File: config.mk
export PLATFORM = sky130hd
export DESIGN_NAME = temp_sensor_reader_flat
export DESIGN_NICKNAME = d
export VERILOG_FILES = /design/src/rtl/temp_sensor_reader_if.sv /design/src/rtl/temp_sensor_reader.sv /design/src/flat_wrapper.sv
export SDC_FILE = /design/constraint.sdc
export NUM_CORES = 1
export LEC_CHECK = 0
export BUFFER_PORTS_ARGS = -buffer_cell sky130_fd_sc_hd__buf_2
export CAP_MARGIN = 5
export CORE_ASPECT_RATIO = 1.75
export CORE_MARGIN = 2
export CORE_UTILIZATION = 59
export CTS_CLUSTER_SIZE = 28
export DETAILED_ROUTE_END_ITERATION = 7
export HOLD_SLACK_MARGIN = 0.06
export PLACE_DENSITY = 0.75
export RECOVER_POWER = 50
export SYNTH_ARGS = -nofsm -noshare
export SYNTH_HDL_FRONTEND = slang
export SYNTH_SLANG_ARGS = --single-unit
File: constraint.sdc
create_clock -name clk -period 4.3 [get_ports clk]
set_clock_uncertainty 0.15 [all_clocks]
set_input_delay 0.215 -clock clk [delete_from_list [all_inputs] [get_ports clk]]
set_output_delay 0.215 -clock clk [all_outputs]
set_load 0.01 [all_outputs]
File: src/rtl/temp_sensor_reader_if.sv
// Sensor serial bus plus the filtered temperature outputs of temp_sensor_reader.
// master = the reader itself; slave = sensor and temperature consumer side.
interface temp_sensor_reader_if;
  logic       sdo;
  logic       sclk;
  logic       cs_n;
  logic [4:0] temperature;
  logic       temp_valid;
  logic       sensor_fault;

  // Outputs are registered and held.
  // temp_valid is a one-cycle strobe with no ready/backpressure:
  // the consumer must take temperature in the cycle temp_valid is high.
  modport master (
    input  sdo,
    output sclk, cs_n, temperature, temp_valid, sensor_fault
  );

  modport slave (
    output sdo,
    input  sclk, cs_n, temperature, temp_valid, sensor_fault
  );
endinterface

File: src/rtl/temp_sensor_reader.sv
// Polls a serial temperature sensor, saturates each byte to 0..31 and
// publishes a 4-sample moving average with a one-cycle valid strobe.
module temp_sensor_reader #(
  parameter int unsigned CLK_DIV         = 2,
  parameter int unsigned SAMPLE_INTERVAL = 64
) (
  input  logic                  clk,
  input  logic                  rst_n,
  temp_sensor_reader_if.master  bus,
  output logic [1:0]            fsm_state
);

  localparam int unsigned DIV_W = (CLK_DIV > 1) ? $clog2(CLK_DIV) : 1;
  localparam int unsigned INT_W = (SAMPLE_INTERVAL > 1) ? $clog2(SAMPLE_INTERVAL) : 1;
  localparam logic [DIV_W-1:0] DIV_LAST = DIV_W'(CLK_DIV - 1);
  localparam logic [INT_W-1:0] INT_LAST = INT_W'(SAMPLE_INTERVAL - 1);

  typedef enum logic [1:0] {
    IDLE   = 2'd0,
    SHIFT  = 2'd1,
    UPDATE = 2'd2
  } state_t;

  state_t           state;
  logic [INT_W-1:0] int_cnt;
  logic [DIV_W-1:0] div_cnt;
  logic [2:0]       bit_cnt;
  logic [7:0]       shreg;
  logic [4:0]       hist [4];
  logic             filled;

  logic [4:0]       sat;
  logic [4:0]       hist_next [4];
  logic [6:0]       sum;

  assign fsm_state = state;

  // History entry 0 is the newest sample; an empty history is seeded with the first sample.
  always_comb begin
    sat = (shreg > 8'd31) ? 5'd31 : shreg[4:0];
    if (!filled) begin
      for (int i = 0; i < 4; i++) hist_next[i] = sat;
    end else begin
      hist_next[0] = sat;
      hist_next[1] = hist[0];
      hist_next[2] = hist[1];
      hist_next[3] = hist[2];
    end
    sum = 7'(hist_next[0]) + 7'(hist_next[1]) + 7'(hist_next[2]) + 7'(hist_next[3]);
  end

  always_ff @(posedge clk or negedge rst_n) begin
    if (!rst_n) begin
      state            <= IDLE;
      int_cnt          <= '0;
      div_cnt          <= '0;
      bit_cnt          <= '0;
      shreg            <= '0;
      for (int i = 0; i < 4; i++) hist[i] <= '0;
      filled           <= 1'b0;
      bus.sclk         <= 1'b0;
      bus.cs_n         <= 1'b1;
      bus.temperature  <= 5'd20;
      bus.temp_valid   <= 1'b0;
      bus.sensor_fault <= 1'b0;
    end else begin
      bus.temp_valid <= 1'b0;
      // Free-running so frame starts stay exactly SAMPLE_INTERVAL apart.
      int_cnt <= (int_cnt == INT_LAST) ? '0 : int_cnt + 1'b1;

      case (state)
        IDLE: begin
          if (int_cnt == INT_LAST) begin
            state    <= SHIFT;
            bus.cs_n <= 1'b0;
            bus.sclk <= 1'b0;
            div_cnt  <= '0;
            bit_cnt  <= '0;
          end
        end

        SHIFT: begin
          if (div_cnt == DIV_LAST) begin
            div_cnt <= '0;
            if (!bus.sclk) begin
              // Sample on the rising sclk edge; the sensor changed sdo on the falling one.
              bus.sclk <= 1'b1;
              shreg    <= {shreg[6:0], bus.sdo};
            end else begin
              bus.sclk <= 1'b0;
              if (bit_cnt == 3'd7) begin
                state    <= UPDATE;
                bus.cs_n <= 1'b1;
              end else begin
                bit_cnt <= bit_cnt + 1'b1;
              end
            end
          end else begin
            div_cnt <= div_cnt + 1'b1;
          end
        end

        UPDATE: begin
          state <= IDLE;
          if (shreg == 8'hFF) begin
            bus.sensor_fault <= 1'b1;
          end else begin
            bus.sensor_fault <= 1'b0;
            for (int i = 0; i < 4; i++) hist[i] <= hist_next[i];
            filled          <= 1'b1;
            bus.temperature <= sum[6:2];
            bus.temp_valid  <= 1'b1;
          end
        end

        default: state <= IDLE;
      endcase
    end
  end

endmodule

File: src/flat_wrapper.sv
// flat-port wrapper written by rule: the top's interface ports become plain ports
module temp_sensor_reader_flat 
#(
  parameter int unsigned CLK_DIV         = 2,
  parameter int unsigned SAMPLE_INTERVAL = 64
)
  (clk, rst_n, fsm_state, bus_sdo, bus_sclk, bus_cs_n, bus_temperature, bus_temp_valid, bus_sensor_fault);
  temp_sensor_reader_if bus_i ();
  input  logic clk;
  input  logic rst_n;
  output logic [1:0] fsm_state;
  input wire logic [$bits(bus_i.sdo)-1:0] bus_sdo;
  output wire logic [$bits(bus_i.sclk)-1:0] bus_sclk;
  output wire logic [$bits(bus_i.cs_n)-1:0] bus_cs_n;
  output wire logic [$bits(bus_i.temperature)-1:0] bus_temperature;
  output wire logic [$bits(bus_i.temp_valid)-1:0] bus_temp_valid;
  output wire logic [$bits(bus_i.sensor_fault)-1:0] bus_sensor_fault;
  assign bus_i.sdo = bus_sdo;
  assign bus_sclk = bus_i.sclk;
  assign bus_cs_n = bus_i.cs_n;
  assign bus_temperature = bus_i.temperature;
  assign bus_temp_valid = bus_i.temp_valid;
  assign bus_sensor_fault = bus_i.sensor_fault;
  temp_sensor_reader #(.CLK_DIV(CLK_DIV), .SAMPLE_INTERVAL(SAMPLE_INTERVAL)) u_core (.clk(clk), .rst_n(rst_n), .bus(bus_i), .fsm_state(fsm_state));
endmodule
* Word-level counts from Yosys, hierarchy flattened *
Cells that the tools add are included.

storage, ports and cells
  output and inout port bits = 11
  word-level logic and storage cells = 68
  bits in registers = 45
  input port bits = 3

operators by class
  reduce and logical (&&, ||, !) cells = 9
  $lt $le $gt $ge = 1
  muxes and demuxes = 26
  equality and inequality tests = 10
  bitwise gates (word level) = 2
  $add $sub $neg = 6

operator list
  kind                   number
  $mux W15               1
  $add A7 B5 Y7          2
  $mux W3                4
  $mux W1                10
  $reduce_and A5 Y1      2
  $eq A8 B8 Y1 const B   1
  $gt A8 B5 Y1 const B   1
  $mux W2                4
  $ne A2 B1 Y1 const B   4
  $add A5 B5 Y6          1
  $add A6 B1 Y6 const B  1
  $eq A6 B6 Y1 const B   1
  $mux W6                1
  $pmux W1 S2            3
  $pmux W3 S2            1
  $reduce_and A3 Y1      2
  $mux W5                1
  $pmux W2 S2            1
  $reduce_and A2 Y1      2
  $reduce_and A4 Y1      1
  $add A3 B1 Y3 const B  1
  $eq A3 B3 Y1 const B   1
  $eq A2 B1 Y1 const B   1
  $eq A2 B2 Y1 const B   1
  other kinds (5)        6

* Depth between registers and ports, before layout *
  depth in word-level cells = 6
  gate-level depth with buffers = 17
  depth with buffers taken out = 16

* Worst setup path before layout *
OpenSTA, ideal clock, no wires.

  kind = register -> register
  start = reg u_core.shreg[7]
  end = reg u_core.bus.temperature[3]
  slack = 0.517 ns
  stages on the path, launching flop included = 15
  required time = 4.014 ns
  buffers on the path = 1
  arrival = 3.497 ns
  period minus slack after synthesis = 3.783 ns
  library setup time = 0.136 ns
  path through = dfrtp_1 > or3_1 > buf_2 > nor3_1 > a21oi_1 > ha_1 > fa_1 > fa_1 > nand3b_1 > o22ai_1 > fa_1 > a21o_1 > a21oi_1 > xor2_1 > o21ai_0

RTL lines
  element                 line                         source
  from (decl)             temp_sensor_reader.sv:28     logic [7:0] shreg;
  from (signal assigned)  temp_sensor_reader.sv:88     shreg <= {shreg[6:0], bus.sdo};
  to (signal assigned)    temp_sensor_reader.sv:111    bus.temperature <= sum[6:2];
  to (decl)               temp_sensor_reader_if.sv:16  output sclk, cs_n, temperature, temp_valid, sensor_fault

==> summary.md <==
| Metric | Value |
|---|---|
| I/O pins | 14 |
| Worst hold path type | reg2reg |
| Port Buf Inserts | 13 |
| Grt total ovfl | 0 |
| Nets | 271 |
| Cells along the critical path | or3_1 -> nor3_2 -> a21oi_1 -> ha_1 -> fa_1 -> fa_1 -> nand3b_1 -> o22ai_1 -> fa_1 -> a21o_1 -> a21oi_1 -> xor2_1 -> o21ai_0 |
| Flop-to-flop setup slack | 290 ps |
| Die height | 89.4 µm |
| Initial core utilization | 0.604 |
| Overall routing resource usage | 0.217 |
| Post-DP HPWL | 3260 µm |
| Hold wc startpoint | u_core.int_cnt[5]$_DFF_PN0_ |
| PD cells | 278 nW/µm² |
| DR vias/cell | 5.62 |
| Max_cap viols | 1 |
| Status | finished with violations |
| Seq/Total Area, Yosys | 0.459 |
| Max stage delay on crit path | 510 ps |
| Final min period | 4010 ps |
| Share of post-route cells with drive strength above 1 | 0.164 |
| Synthesized area per cell | 10.6 µm² |
| Worst reg2reg path depth | 13 |
| Finish-stage setup viols | 0 |
| Hold path depth | 1 |
| Cell leakage power | 1.35 nW |
| Initial antenna violation count | 0 |
| N_diodes | 0 |
| Worst EP arrival | 4010 ps |
| DR WL/cell | 15.0 µm |
| Slowest cell on crit path | or3_1 |
| RSZ-0062 raised after global routing | false |
| Placed cells | 289 |
| H-tree depth | 2 |
| Most used DFF post-synth | dfrtp_1 |
| Max_slew headroom | -0.582 |
| Root Driver | clkbuf_8 |
| Failing checks | max-capacitance violations, max-slew violations |
| Worst EP required | 4310 ps |
| Worst Path Max Fanout | 9 |
| Maximum VDD drop | 0.000227 V |
| Ys async rst share | 1.00 |
| Worst-Margin Slew | 2370 ps |
| Final Slew Violations | 46 |
| Most frequent cells in the layout | dfrtp_1, inv_1, a21oi_1 |
| Net Count, Synth | 254 |
| Syn Std Cell Area | 2460 µm² |
| Worst skew pair latency | 300 ps |
| Clock-pin transition on the worst setup and hold timing paths | 80 ps |
| Cell Rows | 31 |
| GPL Wtd Cong | 0.881 |
| DP Area | 2560 µm² |
| Commonest non-fill, non-tap cell in the layout | dfrtp_1 |
| Most frequent CP cell | fa_1 |
| Vias | 1680 |
| Post-Synthesis Cells | 232 |
| Number of clock sinks seen by CTS | 45 |
| Reg2reg end | u_core.bus.temperature[3]$_DFFE_PN0P_ |
| Detailed Routing Iterations Pass 1 | 4 |
| Syn. warnings | 0 |
| DR iter-0 viols | 23 |
| Area delta synth->final | 9.15% |
| CTS Buf Count | 5 |
| Post-route ant nets | 0 |
| Core area | 4070 µm² |
| Setup TNS | 0 ps |
| Die area | 4720 µm² |
| Clock tree buffer depth | 2 |
| Post-synth EDFFs | 0 |
| Largest net degree at the start of global routing | 46 |
| Critical Path Sink Type | flip-flop |
| CTS tree | done |
| Synth unique cells | 41 |
| Die Span X | 52.8 µm |
| Vias in the first global route | 1699 |
| Crit start category | flip-flop |
| Final worst path period share | 0.932 |
| First-pass GRT wire length | 7450 µm |
| Hold endpoint | u_core.int_cnt[5]$_DFF_PN0_ |
| Final hold viol count | 0 |
| FF+latch count, synth | 45 |
| DRC viols | 0 |
| Crit Reg-Reg Startpoint | u_core.shreg[7]$_DFFE_PN0P_ |
| Critical setup path kind | reg2reg |
| WL final | 4490 µm |
| Fmax | 0.250 GHz |
| Non-Filler Instances | 299 |
| Final Cell Area | 2690 µm² |
registers in the layout, summed over array words and instances, names as in the netlist:
| name | cells |
|---|---|
| u_core.bus.temp_valid | 1 |
| u_core.shreg | 8 |
| u_core.bus.temperature | 5 |
| u_core.bus.sensor_fault | 1 |
| u_core.bus.cs_n | 1 |
| u_core.filled | 1 |
| u_core.fsm_state | 2 |
| u_core.div_cnt | 1 |
| u_core.bit_cnt | 3 |
| u_core.int_cnt | 6 |
| u_core.hist | 15 |
| u_core.bus.sclk | 1 |
critical path: cells and delay by family, from the launching register on:
family	cells	cell delay [ps]
fa+ha+maj	4	1670
simple gates	3	820
flops	1	410
compound gates	5	660
xor+xnor	1	150
cells by family (layout without fill, tap and decap cells):
| kind of cell | count (synthesis) | count (layout) | share of synthesized area |
|---|---|---|---|
| muxes | 19 | 19 | 0.0895 |
| AOI/OAI and AO/OA | 54 | 54 | 0.141 |
| adders and majority gates | 19 | 19 | 0.115 |
| and+or+nand+nor | 59 | 59 | 0.120 |
| xor gates and xnor gates | 8 | 8 | 0.0285 |
| buffers and inverters | 28 | 46 | 0.0468 |
| DFF | 45 | 45 | 0.459 |
where the power goes:
group | internal, W | leakage [nW] | switching, W | total, W
registers | 0.000423 | 0.604 | 0 | 0.000423
clock network | 0.000173 | 0.0552 | 0.000142 | 0.000314
logic | 0.00000168 | 0.686 | 0.00000815 | 0.00000984
layout make-up:
type,count,area (µm²)
Multi-Input combinational cell,159,1230
Clock inverter,2,35.0
Fill cell,349,1390
Inverter,22,82.6
Timing Repair Buffer,16,78.8
Tap cell,49,61.3
Clock buffer,6,72.6
Sequential cell,45,1130
per-layer routing:
metal	global-route usage	routed length, µm	vias up
met5	0	0	-
li1	-	-	829
met2	0.394	2460	25
met3	0.0334	96	13
met1	0.233	1750	813
met4	0.117	178	0
synth_stat cells, types with 2 or more instances:
cell      instances  area (µm²)
and4_1            2        17.5
buf_2             2        10.0
nand3_1           5        25.0
nor2_1           17        63.8
nand2_1          16        60.1
o21ai_0          14        70.1
inv_1            21        78.8
a21oi_1          19        95.1
dfstp_2           3        78.8
mux2_4            2        30.0
a21o_1            5        37.5
or3_4             2        22.5
xnor2_1           4        35.0
fa_1              6         120
a21boi_4          2        37.5
or2_2             4        25.0
dfrtp_1          42        1050
nand2b_1          4        25.0
clkbuf_1          3        11.3
nor3_1            4        20.0
ha_1             13         163
o21bai_1          3        22.5
o31ai_1           3        22.5
mux2_2           16         180
xor2_1            4        35.0
repair_timing:
action,in CTS,in global routing
buffers inserted,0,0
resized for setup,0,2
hold buffers,2,0
hold endpoints to repair,43,0
endpoints found under the setup margin,0,2
how the worst max path moves through the flow:
| stage | depth (start not counted) | startpoint | to |
|---|---|---|---|
| finish | 13 | u_core.shreg[7]$_DFFE_PN0P_ | u_core.bus.temperature[3]$_DFFE_PN0P_ |
| global route | 15 | u_core.shreg[7]$_DFFE_PN0P_ | u_core.bus.temperature[2]$_DFFE_PN1P_ |
| CTS | 13 | u_core.shreg[7]$_DFFE_PN0P_ | u_core.bus.temperature[2]$_DFFE_PN1P_ |
| detailed placement | 13 | u_core.shreg[7]$_DFFE_PN0P_ | u_core.bus.temperature[2]$_DFFE_PN1P_ |
| global placement | 13 | u_core.shreg[7]$_DFFE_PN0P_ | u_core.bus.temperature[2]$_DFFE_PN1P_ |
| floorplan | 14 | u_core.shreg[7]$_DFFE_PN0P_ | u_core.bus.temperature[3]$_DFFE_PN0P_ |
through the flow:
step	hold slack, ps	setup slack (ps)	util	total power, W
2_1_floorplan	-231	517	-	0.000431
3_3_place_gp	269	337	0.629	0.000440
3_5_place_dp	280	231	0.629	0.000440
4_1_cts	330	186	0.661	0.000754
5_1_grt	368	31.2	0.660	0.000774
6_report	324	295	0.660	0.000747
Note: power is estimated with default switching activity, not from simulation.
